$ cat config.mk
export PLATFORM = sky130hd
export DESIGN_NAME = wishbone_mem_interconnect_n_flat
export DESIGN_NICKNAME = d
export VERILOG_FILES = /design/src/rtl/wishbone_mem_interconnect_n_if.sv /design/src/rtl/wishbone_mem_interconnect_n.sv /design/src/flat_wrapper.sv
export SDC_FILE = /design/constraint.sdc
export NUM_CORES = 1
export LEC_CHECK = 0
export ABC_CLOCK_PERIOD_IN_PS = 5200
export CELL_PAD_IN_SITES_DETAIL_PLACEMENT = 1
export CELL_PAD_IN_SITES_GLOBAL_PLACEMENT = 1
export CORE_AREA = 2 2 207 209
export CTS_CLUSTER_DIAMETER = 100
export DETAILED_ROUTE_END_ITERATION = 6
export DIE_AREA = 0 0 209 211
export PLACE_DENSITY = 0.57
export SLEW_MARGIN = 25
export SYNTH_ARGS = -nofsm -noshare
export SYNTH_HDL_FRONTEND = slang
export SYNTH_SLANG_ARGS = --single-unit
$ cat constraint.sdc
create_clock -name clk -period 5.2 [get_ports clk]
set_clock_uncertainty 0.15 [all_clocks]
set_input_delay 1.04 -clock clk [delete_from_list [all_inputs] [get_ports clk]]
set_output_delay 1.04 -clock clk [all_outputs]
set_load 0.005 [all_outputs]
$ cat src/rtl/wishbone_mem_interconnect_n_if.sv
// rtl/wishbone_mem_interconnect_n_if.sv - bus bundle between one master, the interconnect and four slave ports
//
// Purpose: groups the master request/response signals and the four slave
//          request/response groups (N = 0..3) into one interface.
// Signals:
//   m_we_i, m_cyc_i, m_stb_i, m_sel_i[3:0], m_adr_i[31:0], m_dat_i[31:0]  master request
//   m_ack_o, m_dat_o[31:0], m_int_o, m_err_o                              master response
//   sN_we_o, sN_cyc_o, sN_stb_o, sN_sel_o[3:0], sN_adr_o, sN_dat_o[31:0]  slave N request
//   sN_ack_i, sN_int_i, sN_dat_i[31:0]                                    slave N response
// Modports:
//   slave  - the interconnect's view (it is the bus slave of the master)
//   master - the environment's view (drives master request and slave responses)
interface wishbone_mem_interconnect_n_if;
   logic        m_we_i, m_cyc_i, m_stb_i;
   logic [3:0]  m_sel_i;
   logic [31:0] m_adr_i, m_dat_i;
   logic        m_ack_o, m_int_o, m_err_o;
   logic [31:0] m_dat_o;

   logic        s0_we_o, s0_cyc_o, s0_stb_o, s0_ack_i, s0_int_i;
   logic [3:0]  s0_sel_o;
   logic [31:0] s0_adr_o, s0_dat_o, s0_dat_i;
   logic        s1_we_o, s1_cyc_o, s1_stb_o, s1_ack_i, s1_int_i;
   logic [3:0]  s1_sel_o;
   logic [31:0] s1_adr_o, s1_dat_o, s1_dat_i;
   logic        s2_we_o, s2_cyc_o, s2_stb_o, s2_ack_i, s2_int_i;
   logic [3:0]  s2_sel_o;
   logic [31:0] s2_adr_o, s2_dat_o, s2_dat_i;
   logic        s3_we_o, s3_cyc_o, s3_stb_o, s3_ack_i, s3_int_i;
   logic [3:0]  s3_sel_o;
   logic [31:0] s3_adr_o, s3_dat_o, s3_dat_i;

   modport slave (
      input  m_we_i, m_cyc_i, m_stb_i, m_sel_i, m_adr_i, m_dat_i,
      output m_ack_o, m_dat_o, m_int_o, m_err_o,
      output s0_we_o, s0_cyc_o, s0_stb_o, s0_sel_o, s0_adr_o, s0_dat_o,
      input  s0_ack_i, s0_int_i, s0_dat_i,
      output s1_we_o, s1_cyc_o, s1_stb_o, s1_sel_o, s1_adr_o, s1_dat_o,
      input  s1_ack_i, s1_int_i, s1_dat_i,
      output s2_we_o, s2_cyc_o, s2_stb_o, s2_sel_o, s2_adr_o, s2_dat_o,
      input  s2_ack_i, s2_int_i, s2_dat_i,
      output s3_we_o, s3_cyc_o, s3_stb_o, s3_sel_o, s3_adr_o, s3_dat_o,
      input  s3_ack_i, s3_int_i, s3_dat_i
   );

   modport master (
      output m_we_i, m_cyc_i, m_stb_i, m_sel_i, m_adr_i, m_dat_i,
      input  m_ack_o, m_dat_o, m_int_o, m_err_o,
      input  s0_we_o, s0_cyc_o, s0_stb_o, s0_sel_o, s0_adr_o, s0_dat_o,
      output s0_ack_i, s0_int_i, s0_dat_i,
      input  s1_we_o, s1_cyc_o, s1_stb_o, s1_sel_o, s1_adr_o, s1_dat_o,
      output s1_ack_i, s1_int_i, s1_dat_i,
      input  s2_we_o, s2_cyc_o, s2_stb_o, s2_sel_o, s2_adr_o, s2_dat_o,
      output s2_ack_i, s2_int_i, s2_dat_i,
      input  s3_we_o, s3_cyc_o, s3_stb_o, s3_sel_o, s3_adr_o, s3_dat_o,
      output s3_ack_i, s3_int_i, s3_dat_i
   );
endinterface

$ cat src/rtl/wishbone_mem_interconnect_n.sv
// rtl/wishbone_mem_interconnect_n.sv - single-master Wishbone interconnect decoding up to four memory windows
//
// Purpose: decodes each master request against NUM_SLAVES address windows,
//          forwards it to the lowest matching slave, answers misses with a
//          one-cycle zero-data ack, and ORs slave interrupts into m_int_o.
// Ports:
//   clk  - single clock, rising edge
//   rst  - asynchronous active-low reset
//   bus  - wishbone_mem_interconnect_n_if.slave (master side plus slave ports 0..3)
// Configuration macro:
//   WB_MEM_INTERCONNECT_TIMEOUT_EN - enables the slave-ack watchdog and the
//   ERR_ACK error response; undefined means ACTIVE waits indefinitely.
module wishbone_mem_interconnect_n #(
   parameter int          NUM_SLAVES     = 2,
   parameter logic [31:0] MEM_OFFSET_0   = 32'h0000_0000,
   parameter logic [31:0] MEM_OFFSET_1   = 32'h0000_1000,
   parameter logic [31:0] MEM_OFFSET_2   = 32'h0000_2000,
   parameter logic [31:0] MEM_OFFSET_3   = 32'h0000_3000,
   parameter logic [31:0] MEM_SIZE_0     = 32'd4096,
   parameter logic [31:0] MEM_SIZE_1     = 32'd4096,
   parameter logic [31:0] MEM_SIZE_2     = 32'd4096,
   parameter logic [31:0] MEM_SIZE_3     = 32'd4096,
   parameter logic [15:0] TIMEOUT_CYCLES = 16'd255
) (
   input logic                           clk,
   input logic                           rst,
   wishbone_mem_interconnect_n_if.slave  bus
);

   if (NUM_SLAVES < 1 || NUM_SLAVES > 4 || TIMEOUT_CYCLES == 16'd0) begin : g_cfg_check
      $error("wishbone_mem_interconnect_n: NUM_SLAVES must be 1..4 and TIMEOUT_CYCLES nonzero");
   end

`ifdef WB_MEM_INTERCONNECT_TIMEOUT_EN
   typedef enum logic [1:0] {IDLE, ACTIVE, MISS_ACK, ERR_ACK} state_t;
`else
   typedef enum logic [1:0] {IDLE, ACTIVE, MISS_ACK} state_t;
`endif

   // Interrupt lines of ports at or above NUM_SLAVES never reach m_int_o.
   localparam logic [3:0] L_INT_MASK = 4'((5'd1 << NUM_SLAVES) - 5'd1);

   state_t      r_state;
   logic [1:0]  r_sel;
   logic        r_int;
`ifdef WB_MEM_INTERCONNECT_TIMEOUT_EN
   logic [15:0] r_wdog;
`endif

   logic [3:0]  w_s_ack, w_s_int;
   logic [31:0] w_s_dat [4];
   logic [3:0]  w_o_we, w_o_cyc, w_o_stb;
   logic [3:0]  w_o_sel [4];
   logic [31:0] w_o_adr [4];
   logic [31:0] w_o_dat [4];
   logic        w_hit, w_sel_ack, w_m_ack, w_m_err;
   logic [1:0]  w_idx;
   logic [31:0] w_m_dat;

   assign w_s_ack    = {bus.s3_ack_i, bus.s2_ack_i, bus.s1_ack_i, bus.s0_ack_i};
   assign w_s_int    = {bus.s3_int_i, bus.s2_int_i, bus.s1_int_i, bus.s0_int_i};
   assign w_s_dat[0] = bus.s0_dat_i;
   assign w_s_dat[1] = bus.s1_dat_i;
   assign w_s_dat[2] = bus.s2_dat_i;
   assign w_s_dat[3] = bus.s3_dat_i;
   assign w_sel_ack  = w_s_ack[r_sel];

   // Window bounds are held in 33 bits so a window touching the top of the
   // address space does not wrap its upper bound to zero.
   function automatic logic [32:0] f_lo(input int n);
      case (n)
         0:       f_lo = {1'b0, MEM_OFFSET_0};
         1:       f_lo = {1'b0, MEM_OFFSET_1};
         2:       f_lo = {1'b0, MEM_OFFSET_2};
         default: f_lo = {1'b0, MEM_OFFSET_3};
      endcase
   endfunction

   function automatic logic [32:0] f_hi(input int n);
      case (n)
         0:       f_hi = f_lo(n) + {1'b0, MEM_SIZE_0};
         1:       f_hi = f_lo(n) + {1'b0, MEM_SIZE_1};
         2:       f_hi = f_lo(n) + {1'b0, MEM_SIZE_2};
         default: f_hi = f_lo(n) + {1'b0, MEM_SIZE_3};
      endcase
   endfunction

   // Scan from the highest port down so the lowest matching port wins.
   always_comb begin
      w_hit = 1'b0;
      w_idx = 2'd0;
      for (int n = 3; n >= 0; n--) begin
         if (n < NUM_SLAVES &&
             {1'b0, bus.m_adr_i} >= f_lo(n) && {1'b0, bus.m_adr_i} < f_hi(n)) begin
            w_hit = 1'b1;
            w_idx = 2'(n);
         end
      end
   end

   always_comb begin
      for (int n = 0; n < 4; n++) begin
         w_o_we[n]  = 1'b0;
         w_o_cyc[n] = 1'b0;
         w_o_stb[n] = 1'b0;
         w_o_sel[n] = 4'd0;
         w_o_adr[n] = 32'd0;
         w_o_dat[n] = 32'd0;
      end
      w_m_ack = 1'b0;
      w_m_err = 1'b0;
      w_m_dat = 32'd0;
      case (r_state)
         ACTIVE: begin
            for (int n = 0; n < NUM_SLAVES; n++) begin
               if (r_sel == 2'(n)) begin
                  w_o_we[n]  = bus.m_we_i;
                  w_o_cyc[n] = bus.m_cyc_i;
                  w_o_stb[n] = bus.m_stb_i;
                  w_o_sel[n] = bus.m_sel_i;
                  w_o_adr[n] = bus.m_adr_i;
                  w_o_dat[n] = bus.m_dat_i;
               end
            end
            w_m_ack = w_sel_ack;
            w_m_dat = w_s_dat[r_sel];
         end
         MISS_ACK: w_m_ack = 1'b1;
`ifdef WB_MEM_INTERCONNECT_TIMEOUT_EN
         ERR_ACK: begin
            w_m_ack = 1'b1;
            w_m_err = 1'b1;
            w_m_dat = 32'hFFFF_FFFF;
         end
`endif
         default: ;
      endcase
   end

   always_ff @(posedge clk or negedge rst) begin
      if (!rst) begin
         r_state <= IDLE;
         r_sel   <= 2'd0;
         r_int   <= 1'b0;
`ifdef WB_MEM_INTERCONNECT_TIMEOUT_EN
         r_wdog  <= 16'd0;
`endif
      end else begin
         r_int <= |(w_s_int & L_INT_MASK);
         case (r_state)
            IDLE: begin
               if (bus.m_cyc_i && bus.m_stb_i) begin
                  if (w_hit) begin
                     r_state <= ACTIVE;
                     r_sel   <= w_idx;
`ifdef WB_MEM_INTERCONNECT_TIMEOUT_EN
                     r_wdog  <= 16'd0;
`endif
                  end else begin
                     r_state <= MISS_ACK;
                  end
               end
            end
            ACTIVE: begin
               // An ack is checked before the watchdog, so an ack landing on
               // the limit cycle completes normally.
               if (w_sel_ack || !bus.m_cyc_i) begin
                  r_state <= IDLE;
               end
`ifdef WB_MEM_INTERCONNECT_TIMEOUT_EN
               else begin
                  r_wdog <= r_wdog + 16'd1;
                  if (r_wdog + 16'd1 == TIMEOUT_CYCLES) begin
                     r_state <= ERR_ACK;
                  end
               end
`endif
            end
            default: r_state <= IDLE;
         endcase
      end
   end

   assign bus.m_ack_o  = w_m_ack;
   assign bus.m_dat_o  = w_m_dat;
   assign bus.m_err_o  = w_m_err;
   assign bus.m_int_o  = r_int;

   assign bus.s0_we_o  = w_o_we[0];
   assign bus.s0_cyc_o = w_o_cyc[0];
   assign bus.s0_stb_o = w_o_stb[0];
   assign bus.s0_sel_o = w_o_sel[0];
   assign bus.s0_adr_o = w_o_adr[0];
   assign bus.s0_dat_o = w_o_dat[0];
   assign bus.s1_we_o  = w_o_we[1];
   assign bus.s1_cyc_o = w_o_cyc[1];
   assign bus.s1_stb_o = w_o_stb[1];
   assign bus.s1_sel_o = w_o_sel[1];
   assign bus.s1_adr_o = w_o_adr[1];
   assign bus.s1_dat_o = w_o_dat[1];
   assign bus.s2_we_o  = w_o_we[2];
   assign bus.s2_cyc_o = w_o_cyc[2];
   assign bus.s2_stb_o = w_o_stb[2];
   assign bus.s2_sel_o = w_o_sel[2];
   assign bus.s2_adr_o = w_o_adr[2];
   assign bus.s2_dat_o = w_o_dat[2];
   assign bus.s3_we_o  = w_o_we[3];
   assign bus.s3_cyc_o = w_o_cyc[3];
   assign bus.s3_stb_o = w_o_stb[3];
   assign bus.s3_sel_o = w_o_sel[3];
   assign bus.s3_adr_o = w_o_adr[3];
   assign bus.s3_dat_o = w_o_dat[3];

endmodule

$ cat src/flat_wrapper.sv
// flat-port wrapper written by rule: the top's interface ports become plain ports
module wishbone_mem_interconnect_n_flat 
#(
   parameter int          NUM_SLAVES     = 2,
   parameter logic [31:0] MEM_OFFSET_0   = 32'h0000_0000,
   parameter logic [31:0] MEM_OFFSET_1   = 32'h0000_1000,
   parameter logic [31:0] MEM_OFFSET_2   = 32'h0000_2000,
   parameter logic [31:0] MEM_OFFSET_3   = 32'h0000_3000,
   parameter logic [31:0] MEM_SIZE_0     = 32'd4096,
   parameter logic [31:0] MEM_SIZE_1     = 32'd4096,
   parameter logic [31:0] MEM_SIZE_2     = 32'd4096,
   parameter logic [31:0] MEM_SIZE_3     = 32'd4096,
   parameter logic [15:0] TIMEOUT_CYCLES = 16'd255
)
  (clk, rst, bus_m_we_i, bus_m_cyc_i, bus_m_stb_i, bus_m_sel_i, bus_m_adr_i, bus_m_dat_i, bus_m_ack_o, bus_m_dat_o, bus_m_int_o, bus_m_err_o, bus_s0_we_o, bus_s0_cyc_o, bus_s0_stb_o, bus_s0_sel_o, bus_s0_adr_o, bus_s0_dat_o, bus_s0_ack_i, bus_s0_int_i, bus_s0_dat_i, bus_s1_we_o, bus_s1_cyc_o, bus_s1_stb_o, bus_s1_sel_o, bus_s1_adr_o, bus_s1_dat_o, bus_s1_ack_i, bus_s1_int_i, bus_s1_dat_i, bus_s2_we_o, bus_s2_cyc_o, bus_s2_stb_o, bus_s2_sel_o, bus_s2_adr_o, bus_s2_dat_o, bus_s2_ack_i, bus_s2_int_i, bus_s2_dat_i, bus_s3_we_o, bus_s3_cyc_o, bus_s3_stb_o, bus_s3_sel_o, bus_s3_adr_o, bus_s3_dat_o, bus_s3_ack_i, bus_s3_int_i, bus_s3_dat_i);
  wishbone_mem_interconnect_n_if bus_i ();
  input logic clk;
  input logic rst;
  input wire logic [$bits(bus_i.m_we_i)-1:0] bus_m_we_i;
  input wire logic [$bits(bus_i.m_cyc_i)-1:0] bus_m_cyc_i;
  input wire logic [$bits(bus_i.m_stb_i)-1:0] bus_m_stb_i;
  input wire logic [$bits(bus_i.m_sel_i)-1:0] bus_m_sel_i;
  input wire logic [$bits(bus_i.m_adr_i)-1:0] bus_m_adr_i;
  input wire logic [$bits(bus_i.m_dat_i)-1:0] bus_m_dat_i;
  output wire logic [$bits(bus_i.m_ack_o)-1:0] bus_m_ack_o;
  output wire logic [$bits(bus_i.m_dat_o)-1:0] bus_m_dat_o;
  output wire logic [$bits(bus_i.m_int_o)-1:0] bus_m_int_o;
  output wire logic [$bits(bus_i.m_err_o)-1:0] bus_m_err_o;
  output wire logic [$bits(bus_i.s0_we_o)-1:0] bus_s0_we_o;
  output wire logic [$bits(bus_i.s0_cyc_o)-1:0] bus_s0_cyc_o;
  output wire logic [$bits(bus_i.s0_stb_o)-1:0] bus_s0_stb_o;
  output wire logic [$bits(bus_i.s0_sel_o)-1:0] bus_s0_sel_o;
  output wire logic [$bits(bus_i.s0_adr_o)-1:0] bus_s0_adr_o;
  output wire logic [$bits(bus_i.s0_dat_o)-1:0] bus_s0_dat_o;
  input wire logic [$bits(bus_i.s0_ack_i)-1:0] bus_s0_ack_i;
  input wire logic [$bits(bus_i.s0_int_i)-1:0] bus_s0_int_i;
  input wire logic [$bits(bus_i.s0_dat_i)-1:0] bus_s0_dat_i;
  output wire logic [$bits(bus_i.s1_we_o)-1:0] bus_s1_we_o;
  output wire logic [$bits(bus_i.s1_cyc_o)-1:0] bus_s1_cyc_o;
  output wire logic [$bits(bus_i.s1_stb_o)-1:0] bus_s1_stb_o;
  output wire logic [$bits(bus_i.s1_sel_o)-1:0] bus_s1_sel_o;
  output wire logic [$bits(bus_i.s1_adr_o)-1:0] bus_s1_adr_o;
  output wire logic [$bits(bus_i.s1_dat_o)-1:0] bus_s1_dat_o;
  input wire logic [$bits(bus_i.s1_ack_i)-1:0] bus_s1_ack_i;
  input wire logic [$bits(bus_i.s1_int_i)-1:0] bus_s1_int_i;
  input wire logic [$bits(bus_i.s1_dat_i)-1:0] bus_s1_dat_i;
  output wire logic [$bits(bus_i.s2_we_o)-1:0] bus_s2_we_o;
  output wire logic [$bits(bus_i.s2_cyc_o)-1:0] bus_s2_cyc_o;
  output wire logic [$bits(bus_i.s2_stb_o)-1:0] bus_s2_stb_o;
  output wire logic [$bits(bus_i.s2_sel_o)-1:0] bus_s2_sel_o;
  output wire logic [$bits(bus_i.s2_adr_o)-1:0] bus_s2_adr_o;
  output wire logic [$bits(bus_i.s2_dat_o)-1:0] bus_s2_dat_o;
  input wire logic [$bits(bus_i.s2_ack_i)-1:0] bus_s2_ack_i;
  input wire logic [$bits(bus_i.s2_int_i)-1:0] bus_s2_int_i;
  input wire logic [$bits(bus_i.s2_dat_i)-1:0] bus_s2_dat_i;
  output wire logic [$bits(bus_i.s3_we_o)-1:0] bus_s3_we_o;
  output wire logic [$bits(bus_i.s3_cyc_o)-1:0] bus_s3_cyc_o;
  output wire logic [$bits(bus_i.s3_stb_o)-1:0] bus_s3_stb_o;
  output wire logic [$bits(bus_i.s3_sel_o)-1:0] bus_s3_sel_o;
  output wire logic [$bits(bus_i.s3_adr_o)-1:0] bus_s3_adr_o;
  output wire logic [$bits(bus_i.s3_dat_o)-1:0] bus_s3_dat_o;
  input wire logic [$bits(bus_i.s3_ack_i)-1:0] bus_s3_ack_i;
  input wire logic [$bits(bus_i.s3_int_i)-1:0] bus_s3_int_i;
  input wire logic [$bits(bus_i.s3_dat_i)-1:0] bus_s3_dat_i;
  assign bus_i.m_we_i = bus_m_we_i;
  assign bus_i.m_cyc_i = bus_m_cyc_i;
  assign bus_i.m_stb_i = bus_m_stb_i;
  assign bus_i.m_sel_i = bus_m_sel_i;
  assign bus_i.m_adr_i = bus_m_adr_i;
  assign bus_i.m_dat_i = bus_m_dat_i;
  assign bus_m_ack_o = bus_i.m_ack_o;
  assign bus_m_dat_o = bus_i.m_dat_o;
  assign bus_m_int_o = bus_i.m_int_o;
  assign bus_m_err_o = bus_i.m_err_o;
  assign bus_s0_we_o = bus_i.s0_we_o;
  assign bus_s0_cyc_o = bus_i.s0_cyc_o;
  assign bus_s0_stb_o = bus_i.s0_stb_o;
  assign bus_s0_sel_o = bus_i.s0_sel_o;
  assign bus_s0_adr_o = bus_i.s0_adr_o;
  assign bus_s0_dat_o = bus_i.s0_dat_o;
  assign bus_i.s0_ack_i = bus_s0_ack_i;
  assign bus_i.s0_int_i = bus_s0_int_i;
  assign bus_i.s0_dat_i = bus_s0_dat_i;
  assign bus_s1_we_o = bus_i.s1_we_o;
  assign bus_s1_cyc_o = bus_i.s1_cyc_o;
  assign bus_s1_stb_o = bus_i.s1_stb_o;
  assign bus_s1_sel_o = bus_i.s1_sel_o;
  assign bus_s1_adr_o = bus_i.s1_adr_o;
  assign bus_s1_dat_o = bus_i.s1_dat_o;
  assign bus_i.s1_ack_i = bus_s1_ack_i;
  assign bus_i.s1_int_i = bus_s1_int_i;
  assign bus_i.s1_dat_i = bus_s1_dat_i;
  assign bus_s2_we_o = bus_i.s2_we_o;
  assign bus_s2_cyc_o = bus_i.s2_cyc_o;
  assign bus_s2_stb_o = bus_i.s2_stb_o;
  assign bus_s2_sel_o = bus_i.s2_sel_o;
  assign bus_s2_adr_o = bus_i.s2_adr_o;
  assign bus_s2_dat_o = bus_i.s2_dat_o;
  assign bus_i.s2_ack_i = bus_s2_ack_i;
  assign bus_i.s2_int_i = bus_s2_int_i;
  assign bus_i.s2_dat_i = bus_s2_dat_i;
  assign bus_s3_we_o = bus_i.s3_we_o;
  assign bus_s3_cyc_o = bus_i.s3_cyc_o;
  assign bus_s3_stb_o = bus_i.s3_stb_o;
  assign bus_s3_sel_o = bus_i.s3_sel_o;
  assign bus_s3_adr_o = bus_i.s3_adr_o;
  assign bus_s3_dat_o = bus_i.s3_dat_o;
  assign bus_i.s3_ack_i = bus_s3_ack_i;
  assign bus_i.s3_int_i = bus_s3_int_i;
  assign bus_i.s3_dat_i = bus_s3_dat_i;
  wishbone_mem_interconnect_n #(.NUM_SLAVES(NUM_SLAVES), .MEM_OFFSET_0(MEM_OFFSET_0), .MEM_OFFSET_1(MEM_OFFSET_1), .MEM_OFFSET_2(MEM_OFFSET_2), .MEM_OFFSET_3(MEM_OFFSET_3), .MEM_SIZE_0(MEM_SIZE_0), .MEM_SIZE_1(MEM_SIZE_1), .MEM_SIZE_2(MEM_SIZE_2), .MEM_SIZE_3(MEM_SIZE_3), .TIMEOUT_CYCLES(TIMEOUT_CYCLES)) u_core (.clk(clk), .rst(rst), .bus(bus_i));
endmodule
==> metrics.txt, run 1 <==
synthesized netlist cell count 411; measured slew at the worst slew-check pin 708 ps; area leader, netlist buf_4; Pint 254 uW; Seq/Total Area, Yosys 3.44%; crit path DAT 2780 ps; reg2reg start u_core.r_sel[0]$_DFFE_PN0P_; clk slew on worst S/H paths 30 ps; initial drt markers 59; initial antenna violation count 1; Fin Setup TNS 0 ps; Hold Crit Start u_core.r_state[1]$_DFFE_PN0P_; post-route design area 6200 um2; Slew headroom 52.8%; average wire per standard cell 12.6 um; Max Cap Viol 0; Leakage Power 2.55 nW; Cell variety after synth 27; syn_area_per_cell 7.08 um2; antenna viol nets, final 0; postcts setup bufs 0; CTS Buf Count 3; setup ws final 1230 ps; largest net degree at the start of global routing 63; wirelength, routed 15.6 mm; CTS H-Tree Depth 1; RD Place Congestion 0.693; f_max 252 MHz; Critical Path RT 4010 ps; Placed Area 6120 um2; # setup viols final 0; row cnt 75; #FFs+latches synth 4; Root Buffer clkbuf_16; Ys Warns 0; mapped cell area 2910 um2; share of power burned in registers 10.8%; ys flop type dfrtp_1; PD cells 58.4 nW/um2; share of cells above drive strength 1 1.99%; die span in x 209 um; clock share of power 34.6%; Tot Pwr 362 uW; diode count 0; # nets final 917; Setup WS pre-CTS 1320 ps; Die H 211 um; detailed placement HPWL 13.1 mm; Placed Instances 1239; die area 44100 um2; worst reg2reg endpoint u_core.r_state[0]$_DFFE_PN0P_; grt total ovfl 0; placeable core area 41800 um2; Max VDD drop 0.0750 mV; # IOs 528; CTS Hold Bufs 0; area delta synth->final 113%; FF-to-FF setup slack 3150 ps; fin crit share 76.3%; Hold Path Class flip-flop to flip-flop; Post-synth EDFFs 0; Comb power frac 54.6%; post-layout min period 3970 ps; WS Path Type flip-flop to output pin; first-pass GRT wire length 21.2 mm; commonest non-fill, non-tap cell in the layout clkdlybuf4s50_1; CP Max Fanout 46; switching power 108 uW; Switching Fraction 29.8%; Endpoint, Worst Hold u_core.r_state[1]$_DFFE_PN0P_; Yosys top cell area share 36.9%; vias per cell 2.72; Post-CTS Resized 0; CTS sink cnt 4; IO Port Bufs 316; RSZ-0062 raised after global routing no; Min-Delay Path Depth 2; Bufs on Longest Clock Path 2; WHS 387 ps; status complete, no violations; via count 3387; most frequent cells in the layout clkdlybuf4s50_1 (316), conb_1 (143), and2_1 (70), and3_1 (70); Hold Violations, Final 0; All-Layer GR Usage 6.26%; Starting Density 6.97%; drt drc 0; CP Capture Type output pin; reg2reg path depth 3; clock tree from TritonCTS yes; ys async rst share 100%; vias in the first global route 3391; fin cells 1243; DR pass1 iterations 4; Worst setup SP type flip-flop; Util after Layout 14.8%; Synth area leaders buf_4 (37%), and2_1 (15%), and3_1 (15%); clock latency on the worst-skew pair 230 ps; Max Slew Vio Count 0
sequential cells by signal (all words and copies together) (netlist names):
signal and flops:
u_core.bus.m_int_o 1, u_core.r_sel 1, u_core.r_state 2
how the worst max path moves through the flow:
stage                                        startpoint               to  slack (ps)  cells after the start
after floorplan                            bus_s1_ack_i      bus_m_ack_o        2590                      3
after global placement    u_core.r_state[1]$_DFFE_PN0P_  bus_s0_sel_o[3]        1320                      6
after detailed placement  u_core.r_state[1]$_DFFE_PN0P_  bus_s0_sel_o[3]        1320                      6
after CTS                 u_core.r_state[1]$_DFFE_PN0P_  bus_s0_sel_o[3]        1070                      6
after global routing      u_core.r_state[1]$_DFFE_PN0P_  bus_s0_sel_o[3]        1000                      6
final                     u_core.r_state[1]$_DFFE_PN0P_  bus_s0_sel_o[3]        1230                      6
power groups by stage:
stage,Combinational [mW],Clock [mW],Sequential [mW]
global placement,0.193,0,0.0394
detailed placement,0.195,0,0.0395
CTS,0.197,0.128,0.0391
floorplan,0.135,0,0.0387
finish,0.198,0.125,0.0390
global route,0.218,0.130,0.0394
layout make-up:
cell class / count / area [um2]
fill: 5048 / 35600
timing repair buffer: 320 / 3190
multi-input combinational: 373 / 2140
tap: 539 / 674
sequential: 4 / 104
clock buffer: 4 / 78.8
inverter: 3 / 11.3
worst max-delay path, stage by stage, from the launching register on:
cell             delay, ps
dfrtp_1                390
inv_1                  120
ha_4                   440
and2b_2                480
buf_4                  370
and2_1                 200
clkdlybuf4s50_1        530
Yosys cell counts, drive strengths merged, types with 2 or more instances:
cell type  count
mux2i         33
ha             3
and3          71
nor2b         33
nor4           5
and2          71
nand2          4
o21ai          2
clkbuf        25
buf          148
inv            3
dfrtp          4
kinds of logic after synthesis:
kind of cell	synth area share, %
adders and majority gates	1.29
muxes	11.7
DFF	3.44
AOI/OAI and AO/OA	1.25
and+or+nand+nor	40.3
other	0.129
buffers and inverters	41.8
layer usage:
metal  wire length (um)  track usage (%)
met5                  0                0
met4                 91            0.961
met3                850            0.758
met2               8360             11.8
met1               6320             7.66
No activity file was read; power rests on OpenSTA's default activity.
==> run 2, diff against run 1 <==
--- a/config.mk
+++ b/config.mk
@@ -5,14 +5,14 @@
 export SDC_FILE = /design/constraint.sdc
 export NUM_CORES = 1
 export LEC_CHECK = 0
-export ABC_CLOCK_PERIOD_IN_PS = 5200
+export ABC_CLOCK_PERIOD_IN_PS = 3470
 export CELL_PAD_IN_SITES_DETAIL_PLACEMENT = 1
 export CELL_PAD_IN_SITES_GLOBAL_PLACEMENT = 1
 export CORE_AREA = 2 2 207 209
 export CTS_CLUSTER_DIAMETER = 100
 export DETAILED_ROUTE_END_ITERATION = 6
 export DIE_AREA = 0 0 209 211
-export PLACE_DENSITY = 0.57
+export PLACE_DENSITY = 0.59
 export SLEW_MARGIN = 25
 export SYNTH_ARGS = -nofsm -noshare
 export SYNTH_HDL_FRONTEND = slang
==> constraint.sdc (replaced) <==
create_clock -name clk -period 3.47 [get_ports clk]
set_clock_uncertainty 0.15 [all_clocks]
set_input_delay 0.694 -clock clk [delete_from_list [all_inputs] [get_ports clk]]
set_output_delay 0.694 -clock clk [all_outputs]
set_load 0.005 [all_outputs]
==> run 2 against run 1 <==
- utilization about the same
- cell count about the same
- first-iteration DRC count up 25%
- clock-buffer cell count unchanged
- register-to-register slack worse by 1600 ps
- global-route usage down 0.060 points
- worst hold slack worse by 12 ps
- routed wire length down 1.5%
- power up 49%
- via count up 0.12%
- flip-flop and latch count unchanged
- critical endpoint is now bus_m_dat_o[26]
- largest power group unchanged
==> metrics.txt, run 2 (same netlist as run 1, synthesis figures left out) <==
fin crit share 89.2%; Reg with most FFs u_core.r_state; Hold Violations, Final 0; Post-CTS Resized 0; die span in x 209 um; Fin Setup TNS 0 ps; via count 3391; average wire per standard cell 12.4 um; clock tree from TritonCTS yes; post-layout min period 3090 ps; drt drc 0; All-Layer GR Usage 6.20%; diode count 0; Hold Crit Start u_core.r_state[1]$_DFFE_PN0P_; Hold Path Class flip-flop to flip-flop; Max Cap Viol 0; worst reg2reg endpoint u_core.r_state[0]$_DFFE_PN0P_; row cnt 75; CP Max Fanout 62; crit path DAT 2250 ps; # setup viols final 0; die area 44100 um2; Die H 211 um; placeable core area 41800 um2; share of cells above drive strength 1 2.13%; flip-flop count of the largest register after layout 2; clock latency on the worst-skew pair 230 ps; CP Capture Type output pin; vias in the first global route 3421; Max Slew Vio Count 0; IO Port Bufs 316; initial drt markers 74; Min-Delay Path Depth 2; FF-to-FF setup slack 1590 ps; vias per cell 2.73; largest net degree at the start of global routing 106; commonest non-fill, non-tap cell in the layout clkdlybuf4s50_1; RSZ-0062 raised after global routing no; f_max 323 MHz; Starting Density 6.97%; # nets final 918; setup ws final 376 ps; CTS Hold Bufs 0; Max VDD drop 0.0789 mV; initial antenna violation count 0; CTS Buf Count 3; grt total ovfl 0; PD cells 86.9 nW/um2; status complete, no violations; Bufs on Longest Clock Path 2; # IOs 528; Endpoint, Worst Hold u_core.r_state[1]$_DFFE_PN0P_; postcts setup bufs 0; measured slew at the worst slew-check pin 594 ps; CTS sink cnt 4; Leakage Power 2.55 nW; clk slew on worst S/H paths 30 ps; RD Place Congestion 0.707; reg2reg path depth 4; WS Path Type flip-flop to output pin; Worst setup SP type flip-flop; CTS H-Tree Depth 1; DR pass1 iterations 4; most frequent cells in the layout clkdlybuf4s50_1 (316), conb_1 (143), and2_1 (70), and3_1 (70); Setup WS pre-CTS 546 ps; Root Buffer clkbuf_16; Slew headroom 60.4%; Critical Path RT 2630 ps; first-pass GRT wire length 21.4 mm; reg2reg start u_core.r_sel[0]$_DFFE_PN0P_; area delta synth->final 114%; wirelength, routed 15.4 mm; detailed placement HPWL 12.9 mm; antenna viol nets, final 0
-- run 2: power by group --
group          switching (mW)  leakage [nW]  internal (mW)
Combinational           0.120          2.47          0.175
Clock                  0.0344        0.0382          0.152
Sequential            0.00504        0.0481         0.0538
Total                   0.159          2.55          0.381
-- run 2: per-layer routing --
metal,share of wire (%),vias to the layer above,wire (um),GRT usage [%]
li1,-,1633,-,-
met1,42,1560,6480,7.86
met2,52,194,8020,11.4
met3,5.5,4,842,0.758
met4,0.34,0,53,0.813
met5,0,-,0,0
-- run 2: worst max-delay path, cell delays in order (launching register included) --
cell	delay, ps
dfrtp_1	380
inv_1	120
ha_4	140
buf_4	450
nor2b_1	320
clkdlybuf4s50_1	550
-- run 2: final cells by class --
cell class	instances	area [um2]
clock buffer	4	78.8
fill	5032	35500
inverter	3	11.3
multi-input combinational	373	2140
sequential	4	104
tap	539	674
timing repair buffer	321	3210
-- run 2: worst max-delay path by stage --
stage,to,slack [ps],from,depth (start not counted)
after floorplan,bus_s1_adr_o[17],1300,u_core.r_state[1]$_DFFE_PN0P_,5
after global placement,bus_s1_adr_o[12],560,bus_m_adr_i[12],3
after detailed placement,bus_s1_adr_o[12],550,bus_m_adr_i[12],3
after CTS,bus_m_dat_o[26],350,u_core.r_state[1]$_DFFE_PN0P_,5
after global routing,bus_m_dat_o[26],230,u_core.r_state[1]$_DFFE_PN0P_,5
final,bus_m_dat_o[26],380,u_core.r_state[1]$_DFFE_PN0P_,5
-- run 2: stage by stage --
step | total power [mW] | cell area (um2) | hold slack (ps) | util [%] | cells
2_1_floorplan | 0.261 | 3440 | 248 | - | 553
3_3_place_gp | 0.349 | 6140 | 374 | 14.7 | 1240
3_5_place_dp | 0.353 | 6140 | 376 | 14.7 | 1240
4_1_cts | 0.544 | 6220 | 382 | 14.9 | 1244
5_1_grt | 0.584 | 6220 | 430 | 14.9 | 1244
6_report | 0.541 | 6220 | 376 | 14.9 | 1244
==> run 3, diff against run 2 <==
==> constraint.sdc (replaced) <==
create_clock -name clk -period 3.47 [get_ports clk]
set_clock_uncertainty 0.15 [all_clocks]
set_input_delay 1.041 -clock clk [delete_from_list [all_inputs] [get_ports clk]]
set_output_delay 1.041 -clock clk [all_outputs]
set_load 0.005 [all_outputs]
==> run 3 against run 2 <==
- register-to-register slack improved by 140 ps
- worst hold slack improved by 18 ps
- routed wire length about the same
- first-iteration DRC count decreased by 16%
- combinational power about the same
- critical path depth decreased by 2
- clock power about the same
- via count increased by 1.0%
- critical path type is now primary input to output pin
- critical endpoint is now bus_s1_dat_o[27]
- highest routed layer unchanged
==> metrics.txt, run 3 (same netlist as run 1, synthesis figures left out) <==
# nets final 926; met1 WL 6.23 mm; postcts setup bufs 0; detailed placement HPWL 13.3 mm; fin cells 1252; fin crit share 99.1%; PD cells 85.2 nW/um2; Die H 211 um; wirelength, routed 15.4 mm; placeable core area 41800 um2; Max Cap Viol 0; Filler Cells Inserted 5048; commonest non-fill, non-tap cell in the layout clkdlybuf4s50_1; CTS sink cnt 4; WS Path Type primary input to output pin; Fin Setup TNS 0 ps; RSZ-0062 raised after global routing no; Tot Pwr 541 uW; share of cells above drive strength 1 3.37%; CTS H-Tree Depth 1; Bufs on Longest Clock Path 2; All-Layer GR Usage 6.16%; drt drc 0; Hold Violations, Final 0; CP peak stage delay 530 ps; # setup viols final 0; status complete, no violations; diode count 0; CP Max Fanout 2; Worst setup SP type primary input; die span in x 209 um; flip-flop count of the largest register after layout 2; CP Capture Type output pin; average wire per standard cell 12.3 um; Starting Density 6.97%; clock latency on the worst-skew pair 230 ps; DR pass1 iterations 3; row cnt 75; RD Place Congestion 0.724; post-layout min period 3440 ps; top layer in use met4; first-pass GRT wire length 21.5 mm; CTS Buf Count 3; largest net degree at the start of global routing 64; initial drt markers 62; IO Port Bufs 316; antenna viol nets, final 0; clock tree from TritonCTS yes; Met3 Routed Length 887 um; vias in the first global route 3532; Max Slew Vio Count 0; WHS 394 ps; crit path DAT 2250 ps; Max VDD drop 0.0804 mV; CP max stage cell clkdlybuf4s50_1; clk slew on worst S/H paths 30 ps; most frequent cells in the layout clkdlybuf4s50_1 (283), conb_1 (143), and2_1 (70), and3_1 (69); Met2 Wirelength 8.19 mm; area delta synth->final 118%; Placed Instances 1248; Critical Path RT 2280 ps; vias per cell 2.74; CTS Hold Bufs 0; Reg with most FFs u_core.r_state; # IOs 528; die area 44100 um2; grt total ovfl 0; worst path cell trace clkdlybuf4s50_1 -> and3_1 -> clkdlybuf4s50_1; f_max 291 MHz; Hold Path Class flip-flop to flip-flop; via count 3426; Root Buffer clkbuf_16; initial antenna violation count 1; Leakage Power 2.96 nW; cell mode on critical path clkdlybuf4s50_1
[run 3: cell count changes in the layout (fill, tap and decap cells not counted), sizes merged]
cell,delta
dlygate4sd2,+12
buf,+8
clkdlybuf4s50,-33
dlymetal6s2s,+21
[run 3: final timing paths]
check	slack (ps)	endpoint	from	depth (start not counted)
max in group asynchronous	2110	u_core.r_sel[0]$_DFFE_PN0P_	rst	1
max reg2reg	1730	u_core.r_state[0]$_DFFE_PN0P_	u_core.r_state[1]$_DFFE_PN0P_	6
min in group asynchronous	870	u_core.bus.m_int_o$_DFF_PN0_	rst	1
max	30	bus_s1_dat_o[27]	bus_m_dat_i[27]	3
min	390	u_core.r_state[1]$_DFFE_PN0P_	u_core.r_state[1]$_DFFE_PN0P_	2
min reg2reg	390	u_core.r_state[1]$_DFFE_PN0P_	u_core.r_state[1]$_DFFE_PN0P_	2
[run 3: layout make-up]
cell class | count | area [um2] | area share [%]
Clock buffer | 4 | 78.8 | 1.24
Inverter | 3 | 11.3 | 0.177
Multi-Input combinational cell | 373 | 2140 | 33.8
Sequential cell | 4 | 104 | 1.64
Tap cell | 539 | 674 | 10.6
Timing Repair Buffer | 329 | 3340 | 52.5
[run 3: worst max-delay path: cells and delay by family]
family,cells,cell delay (ps)
buf+inv,2,1030
simple gates,1,180
[run 3: metrics by stage]
stage / area (um2) / utilization [%] / setup WS (ps)
6_report: 6350 / 15.2 / 31.9
5_1_grt: 6350 / 15.2 / 0.254
4_1_cts: 6300 / 15.1 / 15.4
3_5_place_dp: 6230 / 14.9 / -60.9
3_3_place_gp: 6230 / 14.9 / -52.5
2_1_floorplan: 3440 / - / 858
[run 3: metal layers]
metal | track usage [%] | up-vias
met4 | 0.985 | 0
met3 | 0.833 | 6
li1 | - | 1648
met2 | 11.6 | 188
met1 | 7.51 | 1584
met5 | 0 | -
[run 3: report_power, final]
part           switching [mW]  internal, mW
clock                  0.0350         0.152
sequential            0.00557        0.0538
combinational           0.121         0.173
[run 3: repair_timing]
action | CTS | global route
pin swaps | 1 | 0
gates resized for setup | 13 | 21
endpoints found under the setup margin | 15 | 21
